--- src/rtl/led_scan_capture.sv ---
// Rebuilds complete 8x8 RGB frames from a row-multiplexed LED matrix scan.
// Flags out-of-order rows and reports whether each committed frame differs from the previous one.
module led_scan_capture #(
  parameter int MIN_DWELL = 4,
  parameter bit INVERT    = 1'b0
) (
  input  logic        clk,
  input  logic        reset,
  input  logic        scan_en,
  input  logic [2:0]  scan_com,
  input  logic [7:0]  scan_red,
  input  logic [7:0]  scan_green,
  input  logic [7:0]  scan_blue,
  output logic [63:0] red_frame,
  output logic [63:0] green_frame,
  output logic [63:0] blue_frame,
  output logic        frame_valid,
  output logic        frame_changed,
  output logic        seq_err,
  output logic [7:0]  frame_count
);

  localparam int DW = $clog2(MIN_DWELL + 1);

  typedef enum logic {SYNC, ASSEMBLE} state_t;

  state_t        state, state_n;
  logic [2:0]    next_row, next_row_n;
  logic          s_en;
  logic [2:0]    s_com, prev_com;
  logic [7:0]    s_red, s_green, s_blue;
  logic [DW-1:0] dwell, dwell_n;
  logic          com_stable, accept;
  logic          have_frame, have_frame_n;
  logic [63:0]   asm_red, asm_green, asm_blue;
  logic [63:0]   asm_red_n, asm_green_n, asm_blue_n;
  logic [63:0]   red_frame_n, green_frame_n, blue_frame_n;
  logic          frame_valid_n, frame_changed_n, seq_err_n;
  logic [7:0]    frame_count_n;

  // Scan bit 7 is column 0, while frame bit row*8+col grows with column.
  function automatic logic [7:0] bit_rev(input logic [7:0] b);
    logic [7:0] r;
    for (int i = 0; i < 8; i++) r[i] = b[7-i];
    return r;
  endfunction

  always_ff @(posedge clk or posedge reset) begin
    if (reset) begin
      s_en     <= 1'b0;
      s_com    <= 3'd0;
      prev_com <= 3'd0;
      s_red    <= 8'd0;
      s_green  <= 8'd0;
      s_blue   <= 8'd0;
      dwell    <= '0;
    end else begin
      s_en     <= scan_en;
      s_com    <= scan_com;
      prev_com <= s_com;
      s_red    <= INVERT ? ~scan_red   : scan_red;
      s_green  <= INVERT ? ~scan_green : scan_green;
      s_blue   <= INVERT ? ~scan_blue  : scan_blue;
      dwell    <= dwell_n;
    end
  end

  // Accept fires only on the MIN_DWELL-1 -> MIN_DWELL step, so once per row visit.
  always_comb begin
    com_stable = s_en && (s_com == prev_com);
    accept     = com_stable && (dwell == DW'(MIN_DWELL - 1));
    dwell_n    = dwell;
    if (!com_stable)                     dwell_n = '0;
    else if (dwell != DW'(MIN_DWELL))    dwell_n = dwell + DW'(1);
  end

  always_ff @(posedge clk or posedge reset) begin
    if (reset) begin
      state         <= SYNC;
      next_row      <= 3'd0;
      asm_red       <= 64'd0;
      asm_green     <= 64'd0;
      asm_blue      <= 64'd0;
      have_frame    <= 1'b0;
      red_frame     <= 64'd0;
      green_frame   <= 64'd0;
      blue_frame    <= 64'd0;
      frame_valid   <= 1'b0;
      frame_changed <= 1'b0;
      seq_err       <= 1'b0;
      frame_count   <= 8'd0;
    end else begin
      state         <= state_n;
      next_row      <= next_row_n;
      asm_red       <= asm_red_n;
      asm_green     <= asm_green_n;
      asm_blue      <= asm_blue_n;
      have_frame    <= have_frame_n;
      red_frame     <= red_frame_n;
      green_frame   <= green_frame_n;
      blue_frame    <= blue_frame_n;
      frame_valid   <= frame_valid_n;
      frame_changed <= frame_changed_n;
      seq_err       <= seq_err_n;
      frame_count   <= frame_count_n;
    end
  end

  always_comb begin
    state_n         = state;
    next_row_n      = next_row;
    asm_red_n       = asm_red;
    asm_green_n     = asm_green;
    asm_blue_n      = asm_blue;
    have_frame_n    = have_frame;
    red_frame_n     = red_frame;
    green_frame_n   = green_frame;
    blue_frame_n    = blue_frame;
    frame_valid_n   = 1'b0;
    frame_changed_n = 1'b0;
    seq_err_n       = 1'b0;
    frame_count_n   = frame_count;

    if (accept) begin
      // A row 0 always (re)starts a frame unless it is the expected row mid-frame.
      if (s_com == next_row || (state == SYNC && s_com == 3'd0) || s_com == 3'd0) begin
        asm_red_n[{s_com, 3'b000} +: 8]   = bit_rev(s_red);
        asm_green_n[{s_com, 3'b000} +: 8] = bit_rev(s_green);
        asm_blue_n[{s_com, 3'b000} +: 8]  = bit_rev(s_blue);
      end
      case (state)
        SYNC: begin
          if (s_com == 3'd0) begin
            next_row_n = 3'd1;
            state_n    = ASSEMBLE;
          end
        end
        ASSEMBLE: begin
          if (s_com == next_row) begin
            if (next_row == 3'd7) begin
              red_frame_n     = asm_red_n;
              green_frame_n   = asm_green_n;
              blue_frame_n    = asm_blue_n;
              frame_valid_n   = 1'b1;
              frame_changed_n = !have_frame ||
                                ({asm_red_n, asm_green_n, asm_blue_n} !=
                                 {red_frame, green_frame, blue_frame});
              frame_count_n   = frame_count + 8'd1;
              have_frame_n    = 1'b1;
              next_row_n      = 3'd0;
              state_n         = SYNC;
            end else begin
              next_row_n = next_row + 3'd1;
            end
          end else begin
            seq_err_n = 1'b1;
            if (s_com == 3'd0) begin
              next_row_n = 3'd1;
            end else begin
              next_row_n = 3'd0;
              state_n    = SYNC;
            end
          end
        end
        default: state_n = SYNC;
      endcase
    end
  end

endmodule
--- config.mk ---
export PLATFORM = sky130hd
export DESIGN_NAME = led_scan_capture
export DESIGN_NICKNAME = d
export VERILOG_FILES = /design/src/rtl/led_scan_capture.sv
export SDC_FILE = /design/constraint.sdc
export NUM_CORES = 1
export LEC_CHECK = 0
export BUFFER_PORTS_ARGS = -buffer_cell sky130_fd_sc_hd__buf_2
export CAP_MARGIN = 20
export CORE_MARGIN = 2
export CORE_UTILIZATION = 55
export DETAILED_ROUTE_END_ITERATION = 8
export GPL_TIMING_DRIVEN = 0
export PLACE_DENSITY = 0.83
export SETUP_SLACK_MARGIN = 0.02
export SYNTH_ARGS = -nofsm -noshare
export SYNTH_HDL_FRONTEND = slang
export SYNTH_SLANG_ARGS = --single-unit
--- constraint.sdc ---
create_clock -name clk -period 18.4 [get_ports clk]
set_input_delay 2.76 -clock clk [delete_from_list [all_inputs] [get_ports clk]]
set_output_delay 2.76 -clock clk [all_outputs]
set_load 0.005 [all_outputs]
Word level (Yosys, flattened, before mapping)
Index checks and enable logic that the tools add are counted.

Register bits after elaboration: 434. Bits in latches: 0. RAM bits: 0. ROM bits: 0. Input port bits: 30. Output and inout bits: 203. Word-level logic and storage cells: 78. Memories: 0.

Add/sub/neg operators: 4. Multipliers: 0. Div/mod/pow operators: 0. $lt $le $gt $ge: 0. Equality and inequality tests: 8. Shifts and indexed selects: 4. Mux-type cells: 31. Bitwise operators: 1. Reductions and logical operators: 10.

Operator list (count): $mux W64 (6); $bwmux W64 (3); $ne A192 B192 Y1 (1); $shiftx A8 B8 Y64 (3); $shift A8 B8 Y64 const A (1); $mux W1 (15); $mux W3 (5); $add A8 B1 Y8 const B (1); $neg A6 Y8 (1); $add A3 B1 Y3 const B (2); $eq A3 B3 Y1 (2); $pmux W3 S2 (1); $ne A2 B1 Y1 const B (2); $reduce_and A4 Y1 (1); $eq A3 B2 Y1 const B (1); $eq A3 B3 Y1 const B (1); $logic_and A1 B1 Y1 (3); $logic_not A3 Y1 (1); $logic_or A1 B1 Y1 (3); $ne A3 B3 Y1 const B (1); $pmux W1 S2 (1); $reduce_and A2 Y1 (1); $logic_not A1 Y1 (1); $not A1 Y1 (1).

Depth between registers and ports, before layout
Depth in word-level cells: 12. Gate-level depth with buffers: 18. Gate-level depth less buffers: 13.

Worst setup path before layout
OpenSTA, ideal clock, no wires.

Path type: register to register. Start point: register s_com[0]. End point: register frame_changed. Setup time: 0.133 ns. Arrival time: 3.736 ns. Required time: 18.267 ns. Setup slack: 14.530 ns. Cell stages (with the launch flop): 14. Path buffers: 2. Clock period less this slack: 3.870 ns. Path through: dfrtp_1 buf_2 inv_1 ha_1 ha_1 nor4b_2 nand2_1 clkbuf_1 o41ai_1 nand4_1 or4_1 or4_1 nor4_1 a21oi_1.

Cells in the longest elaborated chain, start to end: 12. Elaborated cells between the ends (all ways): 28. Those cells by class: add/sub (1); eq/ne (3); shift (4); mux (13); reduce/logical (7).

RTL lines: from (decl) (line 30) `logic [2:0] s_com, prev_com;`; from (signal assigned) (line 59) `s_com <= scan_com;`; parallel branches: the longest is 11 deep, another holds $neg A6 Y8; $mux W1 * (line 124) `if (accept) begin`; via frame_changed_n (line 38) `logic frame_valid_n, frame_changed_n, seq_err_n;`; to (signal assigned) (line 103) `frame_changed <= frame_changed_n;`; to (decl) (line 18) `output logic frame_changed,`.

Mark *: on every way through the listed nets, which the timed path passes. The select of a mux whose other input is x is not followed. A chain may end at the register's enable or synchronous reset.

Final worst setup path
Same ends and word-level chain as after synthesis.

==> summary.txt <==
Outcome
  • Result of the run: finished, final reports clean

Floorplanning
  • Die area: 39400 sq um
  • Num ports: 233
  • Starting density of the core: 0.555
  • Number of placement rows: 71
  • Die span in x: 199 microns
  • Placeable core region: 37500 sq um
  • Die Y-Extent: 199 microns

Synthesis
  • Post-synthesis sequential area ratio: 0.522
  • Total of warnings raised by yosys: 0
  • Top cell type's share of synthesized area: 0.522
  • Leading register cell type out of synthesis: dfrtp_1
  • Cells after synthesis: 2091
  • Post-synth cell types: 67
  • Cell type with the largest total area after synthesis: dfrtp_1
  • Synth Cell Area: 20800 sq um
  • Async set or reset register ratio after synthesis: 1.00
  • Top cells by area, synth: dfrtp_1, o21ai_0, nand2_1, mux2i_1, mux2_2
  • Average cell area after synthesis: 9.96 sq um
  • Number of flops mapped to enable cells by yosys: 0
  • Synthesis-stage register bit count: 434
  • Nets in the synthesized netlist: 2130

Finish
  • Number of nets in the final layout: 2423
  • Fraction of layout instances using a drive strength above 1: 0.184
  • Area growth, synth to finish: 17.6%

Pwr
  • Clock share of power: 0.483
  • Internal power: 0.00157 W
  • Worst voltage drop across the vdd grid: 0.0000751 V
  • Total net switching power: 0.000533 W
  • Switching power as a share of total power: 0.254
  • Ratio of total power to cell area: 85.8 nW/um^2
  • Leakage power of the design: 11.6 nW
  • Sum of internal, switching and leakage power: 0.00210 W
  • Sequential share of power: 0.460
  • Part of the power in combinational logic: 0.057

Setup path
  • Chain of cells forming the critical path: buf_2 > inv_1 > ha_1 > ha_1 > clkbuf_1 > nand2_1 > nor2_1 > buf_2 > buf_2 > mux2i_1 > xor2_1 > o2111ai_1 > nor4_1 > nand3_1 > nor4_1 > a21oi_1
  • Biggest cell delay along the critical path: 0.72 ns
  • Kind of start point of the critical path: flop
  • Required time of the critical path: 18.79 ns
  • Crit path kind: reg -> reg
  • Slowest stage cell, crit path: nor2_1
  • End of the worst register-to-register path: frame_changed$_DFF_PP0_
  • Worst r2r path cells: 16
  • Worst R2R Setup Slack: 11.55 ns
  • Number of buffer and inverter stages on the critical path: 5
  • Critical Path Source: s_com[0]$_DFF_PP0_
  • Top Family by Delay on Critical Path: simple AND/OR/NAND/NOR gates
  • Largest fanout on the critical path: 10
  • Crit Reg-Reg Startpoint: s_com[0]$_DFF_PP0_
  • Most frequent cell on the critical path: buf_2
  • Worst endpoint data arrival time: 7.25 ns
  • Nature of the critical path endpoint: flop

Route
  • Routed vias: 20.1k
  • Final routed wire length divided by cell count: 34.7 microns
  • Post-DRT Antenna Nets: 0
  • Number of DRC violations after detailed routing: 0
  • Routed via count divided by cell count: 6.86
  • Initial detailed-routing violation count: 2956
  • Total Wirelength: 102000 microns
  • Drt first pass iters: 6

Min path
  • Worst hold path startpoint: s_com[0]$_DFF_PP0_
  • Depth of the worst hold-timing path: 0
  • Hold Crit Endpoint: prev_com[0]$_DFF_PP0_
  • Hold WC Path Type: reg -> reg

STA
  • Achievable frequency: 146 MHz
  • Final sum of negative setup slack: 0 ns
  • Finish-stage setup viols: 0
  • Pins Over Slew Limit: 0
  • Share of the clock period used by the worst path after layout: 0.373
  • Post-route minimum period: 6.85 ns
  • Final Skew: 0.0386 ns
  • Worst relative slew slack: 0.122
  • Number of hold violations in the final report: 0
  • Unrepaired setup endpoints after global routing: no
  • Worst hold slack after final layout: 0.374 ns
  • Transition at the pin with the smallest max-transition slack: 1.32 ns

Clocking
  • Sink Count: 434
  • Number of buffers on the longest clock path: 3
  • H-tree depth: 2
  • TritonCTS clock tree: done
  • Post-CTS Hold Buffers: 0
  • Number of buffers inserted during clock tree synthesis: 48
  • Resize count post-CTS: 0
  • Clock transition at the registers of the reported paths: 0.06 ns
  • Clock latency on the worst-skew pair: 0.63 ns
  • Total setup buffers inserted after CTS: 0
  • CTS root buffer: clkbuf_16

Placement
  • # port buffers: 232
  • DP HPWL: 72700 microns
  • Placer's final routability congestion estimate: 1.06

Global route
  • Pin count of the biggest net entering global routing: 125
  • GRT Residual Overflow: 0
  • Via count of the first global-routing pass: 19.3k
  • Wire length of the first global-routing pass: 142000 microns
  • Number of antenna violations at the first check in global routing: 10
  • Total routing usage reported by global routing: 0.523

Flow run
  • Count of max-cap constraint violations: 0
==> placed cells by master (no fill, tap or decap), types with 11 or more instances in the layout <==
cell         n
xnor2_1     66
a21oi_1     86
o21ai_0    320
nor4_1      21
inv_1       45
buf_2      253
mux2_2      90
clkbuf_16   49
nand2b_1    11
nand4_1     22
nand3_1     23
mux2i_1    129
xor2_1      46
o2111ai_1   11
nand2_1    350
nor2_1      71
o22ai_1     23
nor3_1      22
clkbuf_1   128
dfrtp_1    434
==> synthesized netlist by cell type, types with 8 or more instances <==
master	instances
dfrtp_1	434
nand2_1	350
o21ai_0	320
mux2i_1	129
clkbuf_1	121
mux2_2	90
a21oi_1	86
nor2_1	71
xnor2_1	66
inv_1	46
xor2_1	46
nand3_1	23
o22ai_1	23
nand4_1	22
nor3_1	22
buf_2	21
nor4_1	21
nand2b_1	11
o2111ai_1	11
and2_1	9
ha_1	9
nor3b_1	9
o211ai_1	9
a211oi_1	8
a221oi_1	8
a22oi_1	8
and3_1	8
==> state kept, by name, summed over array words and instances (netlist names), 8 cells and up <==
name	flops
s_green	8
blue_frame	64
s_blue	8
red_frame	64
frame_count	8
green_frame	64
s_red	8
asm_blue	64
asm_red	64
asm_green	64
==> routing by layer <==
layer,track usage,up-vias,wire length [microns],part of all wire
met4,0.373,18,9380,0.092
met3,0.220,544,14800,0.15
li1,-,7932,-,-
met1,0.652,9825,36200,0.35
met5,0,-,140,0.0014
met2,0.730,1830,41400,0.41
==> stage by stage <==
stage,instance area [sq um],worst slack [ns],utilization,instances
final,24500,11.55,0.653,2939
after global routing,24500,11.46,0.652,2930
after CTS,24400,11.88,0.650,2922
after detailed placement,22700,11.93,0.606,2838
after global placement,22600,-1.10,0.603,2834
after floorplan,20800,3.55,-,2091
==> worst register-to-register path, stage by stage, from the launching register on <==
cell and delay, ns:
dfrtp_1 0.33, buf_2 0.30, inv_1 0.23, ha_1 0.28, ha_1 0.43, clkbuf_1 0.57, nand2_1 0.42, nor2_1 0.72
buf_2 0.53, buf_2 0.52, mux2i_1 0.32, xor2_1 0.55, o2111ai_1 0.21, nor4_1 0.46, nand3_1 0.26, nor4_1 0.34
a21oi_1 0.19
==> worst max path at each step <==
stage | to | slack (ns) | cells past startpoint
after global placement | red_frame[31]$_DFFE_PP0P_ | -1.10 | 2
final | frame_changed$_DFF_PP0_ | 11.55 | 16
after floorplan | asm_blue[0]$_DFFE_PP0P_ | 3.55 | 1
after CTS | frame_changed$_DFF_PP0_ | 11.88 | 16
after detailed placement | frame_changed$_DFF_PP0_ | 11.93 | 16
after global routing | frame_changed$_DFF_PP0_ | 11.46 | 16
==> cells by family after synthesis <==
group | Yosys count | synth area share
compound gates | 539 | 0.150
xor+xnor | 115 | 0.0511
fa+ha+maj | 9 | 0.00541
buf+inv | 194 | 0.0362
flops | 434 | 0.522
mux | 219 | 0.111
simple gates | 581 | 0.124
==> area by class of cell <==
cell class                      count  area [sq um]
Sequential cell                   434         10900
Fill cell                        3020         13000
Antenna cell                       10          25.0
Inverter                           48           188
Multi-Input combinational cell   1463          9210
Timing Repair Buffer              243          1360
Clock buffer                       66          1390
Clock inverter                     18           236
Buffer                            146           574
Tap cell                          511           639
==> power by group through the flow <==
stage | logic [W] | clock network [W] | registers [W]
finish | 0.000120 | 0.00101 | 0.000967
global route | 0.000121 | 0.00104 | 0.000966
CTS | 0.000112 | 0.00100 | 0.000966
detailed placement | 0.000111 | 0 | 0.000983
global placement | 0.000107 | 0 | 0.000984
floorplan | 0.0000576 | 0 | 0.000979
Power figures use the tool's default switching activity.
